File: config.mk
export PLATFORM = sky130hd
export DESIGN_NAME = cam_capture
export DESIGN_NICKNAME = d
export VERILOG_FILES = /design/src/rtl/cam_pkg.sv /design/src/rtl/byte_fifo.sv /design/src/rtl/cam_capture.sv
export SDC_FILE = /design/constraint.sdc
export NUM_CORES = 1
export LEC_CHECK = 0
export CAP_MARGIN = 30
export CORE_ASPECT_RATIO = 0.9
export CORE_MARGIN = 2
export CORE_UTILIZATION = 40
export DETAILED_ROUTE_END_ITERATION = 12
export GPL_TIMING_DRIVEN = 0
export SYNTH_ARGS = -nofsm -noshare
export SYNTH_HDL_FRONTEND = slang
export SYNTH_SLANG_ARGS = --single-unit
File: constraint.sdc
create_clock -name clk -period 2.4 [get_ports clk]
set_input_delay 0.24 -clock clk [delete_from_list [all_inputs] [get_ports clk]]
set_output_delay 0.24 -clock clk [all_outputs]
set_load 0.01 [all_outputs]
File: src/rtl/cam_pkg.sv
// Shared types and defaults for the camera capture stage.
package cam_pkg;

  localparam int DEF_DEPTH  = 16;
  localparam int DEF_LINE_W = 10;

  typedef logic [7:0] byte_t;

  typedef enum logic [2:0] {
    IDLE     = 3'd0,
    WAIT_VS  = 3'd1,
    WAIT_ACT = 3'd2,
    CAPTURE  = 3'd3,
    DONE     = 3'd4
  } cam_state_e;

endpackage

File: src/rtl/byte_fifo.sv
// First-word-fall-through byte FIFO; a push while full with no pop is dropped.
module byte_fifo
  import cam_pkg::*;
#(
  parameter int DEPTH = DEF_DEPTH
) (
  input  logic  clk,
  input  logic  rst,
  input  logic  flush,
  input  logic  push,
  input  logic  pop,
  input  byte_t din,
  output byte_t head,
  output logic  empty,
  output logic  full
);

  localparam int AW = $clog2(DEPTH);

  logic [AW:0] wr_ptr_r;
  logic [AW:0] rd_ptr_r;
  byte_t       mem_r [DEPTH];
  logic        empty_s;
  logic        full_s;
  logic        do_pop_s;
  logic        do_push_s;

  assign empty_s = (wr_ptr_r == rd_ptr_r);
  assign full_s  = (wr_ptr_r[AW] != rd_ptr_r[AW]) &&
                   (wr_ptr_r[AW-1:0] == rd_ptr_r[AW-1:0]);
  // A pop frees the slot the same-cycle push lands in, so full+pop+push is legal.
  assign do_pop_s  = pop & ~empty_s;
  assign do_push_s = push & (~full_s | do_pop_s);

  // Pointer update; flush wins over any same-cycle traffic.
  always_ff @(posedge clk or negedge rst) begin
    if (!rst) begin
      wr_ptr_r <= {(AW+1){1'b0}};
      rd_ptr_r <= {(AW+1){1'b0}};
    end else if (flush) begin
      wr_ptr_r <= {(AW+1){1'b0}};
      rd_ptr_r <= {(AW+1){1'b0}};
    end else begin
      if (do_push_s) wr_ptr_r <= wr_ptr_r + {{AW{1'b0}}, 1'b1};
      if (do_pop_s)  rd_ptr_r <= rd_ptr_r + {{AW{1'b0}}, 1'b1};
    end
  end

  // Storage array write port.
  always_ff @(posedge clk or negedge rst) begin
    if (!rst) begin
      for (int i = 0; i < DEPTH; i++) mem_r[i] <= 8'h00;
    end else if (do_push_s && !flush) begin
      mem_r[wr_ptr_r[AW-1:0]] <= din;
    end
  end

  // Head is forced to zero while empty so stale entries never leak out.
  always_comb begin
    if (empty_s) head = 8'h00;
    else         head = mem_r[rd_ptr_r[AW-1:0]];
  end

  assign empty = empty_s;
  assign full  = full_s;

endmodule

File: src/rtl/cam_capture.sv
// Single-frame capture from an asynchronous 8-bit camera port into a byte FIFO.
module cam_capture
  import cam_pkg::*;
#(
  parameter int DEPTH  = DEF_DEPTH,
  parameter int LINE_W = DEF_LINE_W
) (
  input  logic              clk,
  input  logic              rst,
  input  logic              arm,
  input  logic              cam_pclk,
  input  logic              cam_vsync,
  input  logic              cam_href,
  input  logic [7:0]        cam_d,
  input  logic              rd_en,
  output logic [7:0]        cam_data,
  output logic              data_valid,
  output logic              busy,
  output logic              frame_done,
  output logic              overflow,
  output logic [LINE_W-1:0] line_cnt
);

  logic       pclk_s1_r, pclk_s2_r, pclk_s3_r;
  logic       vs_s1_r, vs_s2_r, vs_s3_r;
  logic       href_s1_r, href_s2_r, href_s3_r;
  byte_t      d_s1_r, d_s2_r;
  logic       pclk_rise_s, vs_rise_s, vs_fall_s, href_fall_s;
  cam_state_e state_r, state_s;
  logic       flush_s, push_s;
  logic       fifo_empty_s, fifo_full_s;
  byte_t      fifo_head_s;
  logic       overflow_r;
  logic [LINE_W-1:0] line_cnt_r;

  // Two-flop synchronisers plus a third stage for edge detection.
  always_ff @(posedge clk or negedge rst) begin
    if (!rst) begin
      {pclk_s1_r, pclk_s2_r, pclk_s3_r} <= 3'b000;
      {vs_s1_r, vs_s2_r, vs_s3_r}       <= 3'b000;
      {href_s1_r, href_s2_r, href_s3_r} <= 3'b000;
      d_s1_r <= 8'h00;
      d_s2_r <= 8'h00;
    end else begin
      {pclk_s1_r, pclk_s2_r, pclk_s3_r} <= {cam_pclk, pclk_s1_r, pclk_s2_r};
      {vs_s1_r, vs_s2_r, vs_s3_r}       <= {cam_vsync, vs_s1_r, vs_s2_r};
      {href_s1_r, href_s2_r, href_s3_r} <= {cam_href, href_s1_r, href_s2_r};
      d_s1_r <= cam_d;
      d_s2_r <= d_s1_r;
    end
  end

  assign pclk_rise_s = pclk_s2_r & ~pclk_s3_r;
  assign vs_rise_s   = vs_s2_r & ~vs_s3_r;
  assign vs_fall_s   = ~vs_s2_r & vs_s3_r;
  assign href_fall_s = ~href_s2_r & href_s3_r;

  // FSM state register.
  always_ff @(posedge clk or negedge rst) begin
    if (!rst) state_r <= IDLE;
    else      state_r <= state_s;
  end

  // Next state, flush on arm acceptance, pixel push during CAPTURE only.
  always_comb begin
    state_s = state_r;
    flush_s = 1'b0;
    push_s  = 1'b0;
    case (state_r)
      IDLE: begin
        if (arm) begin
          state_s = WAIT_VS;
          flush_s = 1'b1;
        end else begin
          state_s = IDLE;
        end
      end
      WAIT_VS: begin
        if (vs_rise_s) state_s = WAIT_ACT;
        else           state_s = WAIT_VS;
      end
      WAIT_ACT: begin
        if (vs_fall_s) state_s = CAPTURE;
        else           state_s = WAIT_ACT;
      end
      CAPTURE: begin
        push_s = pclk_rise_s & href_s2_r;
        if (vs_rise_s) state_s = DONE;
        else           state_s = CAPTURE;
      end
      DONE:    state_s = IDLE;
      default: state_s = IDLE;
    endcase
  end

  // Saturating line counter and sticky drop flag, both cleared on arm acceptance.
  always_ff @(posedge clk or negedge rst) begin
    if (!rst) begin
      line_cnt_r <= {LINE_W{1'b0}};
      overflow_r <= 1'b0;
    end else if (flush_s) begin
      line_cnt_r <= {LINE_W{1'b0}};
      overflow_r <= 1'b0;
    end else begin
      if ((state_r == CAPTURE) && href_fall_s && (line_cnt_r != {LINE_W{1'b1}}))
        line_cnt_r <= line_cnt_r + {{(LINE_W-1){1'b0}}, 1'b1};
      if (push_s && fifo_full_s && !rd_en)
        overflow_r <= 1'b1;
    end
  end

  byte_fifo #(.DEPTH(DEPTH)) u_fifo (
    .clk   (clk),
    .rst   (rst),
    .flush (flush_s),
    .push  (push_s),
    .pop   (rd_en),
    .din   (d_s2_r),
    .head  (fifo_head_s),
    .empty (fifo_empty_s),
    .full  (fifo_full_s)
  );

  assign cam_data   = fifo_head_s;
  assign data_valid = ~fifo_empty_s;
  assign busy       = (state_r != IDLE);
  assign frame_done = (state_r == DONE);
  assign overflow   = overflow_r;
  assign line_cnt   = line_cnt_r;

endmodule
Word-level counts from Yosys, hierarchy flattened
Cells that the tools add are included.

Add/sub/neg operators: 3. Multipliers: 0. Div/mod/pow operators: 0. Magnitude comparators: 3. Equal/unequal tests: 8. Shift-type cells: 0. Mux-type cells: 23. Bitwise logic cells: 16. Reductions and logical operators: 15.

Operator list (number): $bwmux 128 (1); $bmux 8 s4 (1); $demux 8 s4 (1); $mux 8 (4); $mux 10 (2); $mux 5 (4); $pmux 3 s4 (1); $add 10x1->10 const B (1); $add 5x1->5 const B (2); $ge 5x5->1 const B (2); $ne 10x10->1 const B (1); $not 4->5 (2); $reduce_bool 2->1 (4); $and 1x1->1 (7); $logic_and 1x1->1 (7); $mux 1 (7); $eq 3x2->1 const B (2); $not 1->1 (6); $eq 5x5->1 (1); $lt 5x1->1 const B (1); $eq 4x4->1 (1); $eq 3x1->1 const B (1); $eq 3x3->1 const B (1); $logic_not 3->1 (1); 6 further kinds (7).

Register bits: 177. Latch bits: 0. Bits in writable memories: 0. ROM bits: 0. Input bits: 15. Output and inout bits: 22. Logic and storage cells: 100. Memories kept: 0.

Logic depth before layout (Yosys ltp)
Depth in word-level cells: 8. Mapped depth: 9. Gate-level depth less buffers: 5.

By module
From an unflattened synthesis, not the netlist that was laid out.

Cells, all modules: 550. Area, all modules: 8303.0 µm².

Modules (own cells, without submodules): byte_fifo (instances 1, cells each 443, area an instance 6874.1 µm², sequential area each 3453.3 µm²); cam_capture (instances 1, cells each 107, area an instance 1428.9 µm², sequential area each 975.9 µm²).

Worst setup path before layout
No wires, ideal clock.

Path kind: register -> output. Start: register u_fifo.rd_ptr_r[1]. End: output data_valid. Arrival: 1.953 ns. Required time: 2.160 ns. Setup slack: 0.207 ns. Stages on the path, launching flop included: 10. Path buffers: 5. Path through: dfrtp_1 buf_2 xor2_1 nor4_1 buf_4 buf_6 buf_2 and2_1 buf_2 inv_1.

Word-level cells in the longest chain between the ends: 2.

RTL lines: start, declared (RTL line byte_fifo.sv:21) `logic [AW:0] rd_ptr_r;`; start signal, assigned (RTL line byte_fifo.sv:39) `rd_ptr_r <= {(AW+1){1'b0}};`; start signal, assigned (RTL line byte_fifo.sv:42) `rd_ptr_r <= {(AW+1){1'b0}};`; start signal, assigned (RTL line byte_fifo.sv:45) `if (do_pop_s) rd_ptr_r <= rd_ptr_r + {{AW{1'b0}}, 1'b1};`; $eq 5x5->1 (RTL line byte_fifo.sv:28) `assign empty_s = (wr_ptr_r == rd_ptr_r);`; $not 1->1 (RTL line cam_capture.sv:125) `assign data_valid = ~fifo_empty_s;`; end, declared (RTL line cam_capture.sv:17) `output logic data_valid,`.

Every way passes these cells.

Final worst setup path
Start: register u_fifo.rd_ptr_r[0]. End: output cam_data[7].

Word-level cells in the longest chain between the ends: 5. Elaborated cells on any way between the ends: 6. Those cells by class: 1 x eq/ne; 4 x mux; 1 x bitwise.

RTL lines: $not 4->5 (implied by the code) (RTL line byte_fifo.sv:61) `else head = mem_r[rd_ptr_r[AW-1:0]];`; $bmux 8 s4 (RTL line byte_fifo.sv:61); $mux 8 (implied by the code) (2 in series) (RTL line byte_fifo.sv:61); $mux 8 * (RTL line byte_fifo.sv:60) `if (empty_s) head = 8'h00;`; end, declared (RTL line cam_capture.sv:16) `output logic [7:0] cam_data,`.

Every way passes the cells marked *; elsewhere a longest branch is shown, timed or not. The select of a mux whose other input is x is not followed.

==> flow_metrics.env <==
export IMPL_finalNetCount=648
export IMPL_layout_overhead_on_the_synthesized_area_pct=23.88
export IMPL_slowest_delay_ps=550
export IMPL_die_height_um=139.3
export IMPL_critical_path_slowest_cell="sky130_fd_sc_hd__mux4_2"
export IMPL_worst_path_dominant_cell_family="multiplexers"
export IMPL_finalHoldViolations=0
export IMPL_synth_enable_flop_cells=0
export IMPL_clk_transition_reported_paths_ps=80
export IMPL_tritoncts_num_buffers=17
export IMPL_synth_ff_latch_count=177
export IMPL_worst_r2r_path_depth=5
export IMPL_number_of_detailed_routing_iterations_run_before_antenna_repair=4
export IMPL_vias=4971
export IMPL_violations_in_the_final_reports="negative setup slack"
export IMPL_synthesis_instances=553
export IMPL_postRouteAntennaNets=0
export IMPL_share_of_the_clock_period_used_by_the_worst_path_after_layout_pct=100.5
export IMPL_clock_path_buffers=2
export IMPL_static_leakage_power_nw=4.424
export IMPL_diodes=0
export IMPL_fp_dieW_um=154.4
export IMPL_holdCritStartpoint="cam_d[4]"
export IMPL_yosys_top_cells_area="sky130_fd_sc_hd__dfrtp_1 54%, sky130_fd_sc_hd__mux2_2 17%, sky130_fd_sc_hd__mux4_2 8.9%"
export IMPL_floorplan_core_area_um2=19990
export IMPL_vdd_ir_drop_max_mv=0.5675
export IMPL_critPathArrivalTime_ps=2170
export IMPL_wire_per_inst_um=20.56
export IMPL_synth_top_cell_area_share_pct=54.43
export IMPL_critPathLaunchType="flop"
export IMPL_route_detailed_vias_per_inst=5.554
export IMPL_initial_utilization_pct=40.72
export IMPL_synth_distinct_cells=46
export IMPL_grt_first_pass_wirelength_um=29940
export IMPL_dieArea_um2=21500
export IMPL_cp_required_ps=2160
export IMPL_syn_mean_instance_area_um2=14.72
export IMPL_instances_no_fill=895
export IMPL_clock_skew_ps=8.448
export IMPL_post_synth_top_area_cell="sky130_fd_sc_hd__dfrtp_1"
export IMPL_timing_final_max_slew_violations=0
export IMPL_crit_path_cell_trace="buf_12, clkbuf_16, mux4_2, a22oi_2, a21oi_4, buf_2"
export IMPL_grt_setup_unrepaired="true"
export IMPL_worst_r2r_setup_slack_ps=110
export IMPL_hpwlAfterDp_um=12140
export IMPL_synthesis_nets=574
export IMPL_r2r_end="u_fifo.mem_r[103]"
export IMPL_min_delay_path_class="input port to flop"
export IMPL_cap_violations=0
export IMPL_synth_yosys_warnings=0
export IMPL_setup_viol=1
export IMPL_fmax_ghz=0.4145
export IMPL_antenna_found_initial=0
export IMPL_grt_max_degree=127
export IMPL_postSynth_asyncResetShare_pct=100.0
export IMPL_tightest_slew_ps=669.0
export IMPL_track_usage_pct=18.06
export IMPL_path_buf_inv=3
export IMPL_status="finished with violations"
export IMPL_holdPathEnd="d_s1_r[4]"
export IMPL_grt_overflow_total=0
export IMPL_tritoncts_clock_tree="yes"
export IMPL_via_count_of_the_first_global_routing_pass=5191
export IMPL_syn_cell_area_um2=8138
export IMPL_finalWorstPathRequiredPeriod_ps=2413
export IMPL_fin_ws_ps=-12.84
export IMPL_pre_cts_slack_ps=-654.4
export IMPL_clock_h_tree_levels=4
export IMPL_pwr_density_cell_nw_per_um2=976.5
export IMPL_drc_errors=0
export IMPL_timing_worst_setup_path_type="flop to output pin"
export IMPL_yosys_most_used_dff="sky130_fd_sc_hd__dfrtp_1"
export IMPL_fraction_of_final_layout_cells_with_drive_strength_greater_than_1_pct=45.78
export IMPL_critical_path_endpoint_type="output pin"
export IMPL_crit_path_max_fanout=7
export IMPL_numPlacedInstances=845
export IMPL_timing_slew_headroom_pct=55.40
export IMPL_port_buffers=36
export IMPL_drt_first_iter_violations=201
export IMPL_ios=37
export IMPL_number_of_cells_on_the_worst_hold_path=1
export IMPL_ctsRootBufferMaster="sky130_fd_sc_hd__clkbuf_16"
export IMPL_globalplace_congestion=0.8589
export IMPL_clkSinkCount=177
export IMPL_proportion_of_synthesized_chip_area_in_sequential_cells_pct=54.43
export IMPL_rows=49
export IMPL_drt_total_wl_um=18410
export IMPL_clkLatencyLatePin_ps=430
export IMPL_worst_r2r_startpoint="u_fifo.rd_ptr_r[4]"
## cell usage after synthesis, types with 4 or more instances
cell type	n
sky130_fd_sc_hd__a21oi_2	4
sky130_fd_sc_hd__nand4_1	7
sky130_fd_sc_hd__clkbuf_1	17
sky130_fd_sc_hd__buf_1	7
sky130_fd_sc_hd__nand3_1	10
sky130_fd_sc_hd__mux4_2	32
sky130_fd_sc_hd__a21oi_1	20
sky130_fd_sc_hd__and2_1	5
sky130_fd_sc_hd__dfrtp_1	177
sky130_fd_sc_hd__nor2_1	8
sky130_fd_sc_hd__o21ai_0	5
sky130_fd_sc_hd__or2_2	7
sky130_fd_sc_hd__ha_1	6
sky130_fd_sc_hd__buf_2	9
sky130_fd_sc_hd__nor2b_1	4
sky130_fd_sc_hd__mux2_1	4
sky130_fd_sc_hd__buf_4	4
sky130_fd_sc_hd__mux2_2	125
sky130_fd_sc_hd__nand2_1	19
sky130_fd_sc_hd__mux2i_1	8
sky130_fd_sc_hd__a2111oi_4	9
sky130_fd_sc_hd__inv_1	8
sky130_fd_sc_hd__xor2_1	5
sky130_fd_sc_hd__a22oi_1	16
## metal layers
metal | part of all wire (%) | GRT usage (%)
met1 | 46 | 25.50
met2 | 48 | 28.84
met3 | 4.1 | 4.017
met4 | 1.1 | 4.045
met5 | 0 | 0
## report_power, final
part           switching, mW  leakage, nW  internal (mW)
clock                   1.33        0.297           1.51
combinational           1.87         1.74           1.58
sequential             0.251         2.39           3.30
total                   3.45         4.42           6.39
## cell families (layout without fill, tap and decap cells)
group	Yosys count	in the layout	share of synthesized area, %
XOR/XNOR	6	6	0.7380
AND/OR/NAND/NOR	78	78	5.166
adder cells (fa/ha/maj)	6	6	0.9225
flip-flops	177	177	54.43
multiplexers	169	169	27.69
AO/OA/AOI/OAI	71	71	8.518
buffers and inverters	46	133	2.537
## flip-flops by register name (all words and copies together), names as in the netlist
signal,count
pclk_s2_r,1
vs_s1_r,1
href_s3_r,1
d_s2_r,8
line_cnt,10
u_fifo.rd_ptr_r,5
overflow,1
pclk_s1_r,1
pclk_s3_r,1
u_fifo.wr_ptr_r,5
href_s1_r,1
href_s2_r,1
state_r,3
vs_s2_r,1
d_s1_r,8
vs_s3_r,1
u_fifo.mem_r,128
## worst register-to-register path, cell delays in order (launching register included)
cell and delay (ps):
sky130_fd_sc_hd__dfrtp_1 430, sky130_fd_sc_hd__xnor2_2 370, sky130_fd_sc_hd__nor2_1 120, sky130_fd_sc_hd__clkbuf_2 290, sky130_fd_sc_hd__a21oi_2 560, sky130_fd_sc_hd__mux2_2 410
## how the worst max path moves through the flow
stage	end	slack, ps	startpoint	cells after the start
after floorplan	data_valid	210	u_fifo.rd_ptr_r[1]	9
after global placement	d_s1_r[4]	-5860	rst	1
after detailed placement	cam_data[0]	-650	u_fifo.rd_ptr_r[1]	10
after CTS	cam_data[0]	-150	u_fifo.rd_ptr_r[0]	10
after global routing	cam_data[1]	-70	u_fifo.rd_ptr_r[1]	8
final	cam_data[7]	-10	u_fifo.rd_ptr_r[0]	6
## placed cells by master, fill, tap and decap left out, types with 6 or more instances in the layout
cell and count:
sky130_fd_sc_hd__a2111oi_4 9, sky130_fd_sc_hd__a21oi_1 12, sky130_fd_sc_hd__a21oi_4 7, sky130_fd_sc_hd__a22oi_2 15
sky130_fd_sc_hd__buf_12 17, sky130_fd_sc_hd__buf_2 6, sky130_fd_sc_hd__buf_4 11, sky130_fd_sc_hd__buf_6 7
sky130_fd_sc_hd__clkbuf_1 13, sky130_fd_sc_hd__clkbuf_16 19, sky130_fd_sc_hd__clkdlybuf4s50_1 26, sky130_fd_sc_hd__dfrtp_1 175
sky130_fd_sc_hd__ha_1 6, sky130_fd_sc_hd__inv_1 7, sky130_fd_sc_hd__mux2_2 125, sky130_fd_sc_hd__mux2i_1 8
sky130_fd_sc_hd__mux4_2 32, sky130_fd_sc_hd__nand2_1 19, sky130_fd_sc_hd__nand3_1 10, sky130_fd_sc_hd__nand4_1 7
sky130_fd_sc_hd__nor2_1 7, sky130_fd_sc_hd__or2_2 7
## layout make-up
class | instances | area, µm²
plain buffers | 30 | 195.2
clock buffers | 17 | 425.4
clock inverters | 15 | 188.9
fillers | 1672 | 9906
inverters | 8 | 32.53
multi-input cells | 330 | 3694
flip-flops and latches | 177 | 4432
well taps | 255 | 319.1
repair buffers | 63 | 794.5
## stage by stage
stage          util [%]  hold slack (ps)  total power [mW]  setup TNS [ps]  area, µm²
2_1_floorplan         -           -55.59             5.322               0       8138
3_3_place_gp      44.12            333.8             6.170        -1050760       8817
3_5_place_dp      44.28            183.1             6.243          -19120       8850
4_1_cts           49.69            226.9             9.721           -1069       9932
5_1_grt           50.44            223.3             10.35          -463.4      10080
6_report          50.44            244.6             9.844          -12.84      10080
## repair_timing
item	in CTS	in global routing
gates cloned	1	2
buffers inserted	20	2
hold buffers	1	0
resized for setup	89	36
setup endpoints to repair	105	65
hold endpoints to repair	51	0
pin swaps	13	13
(Power assumes the default switching activity.)
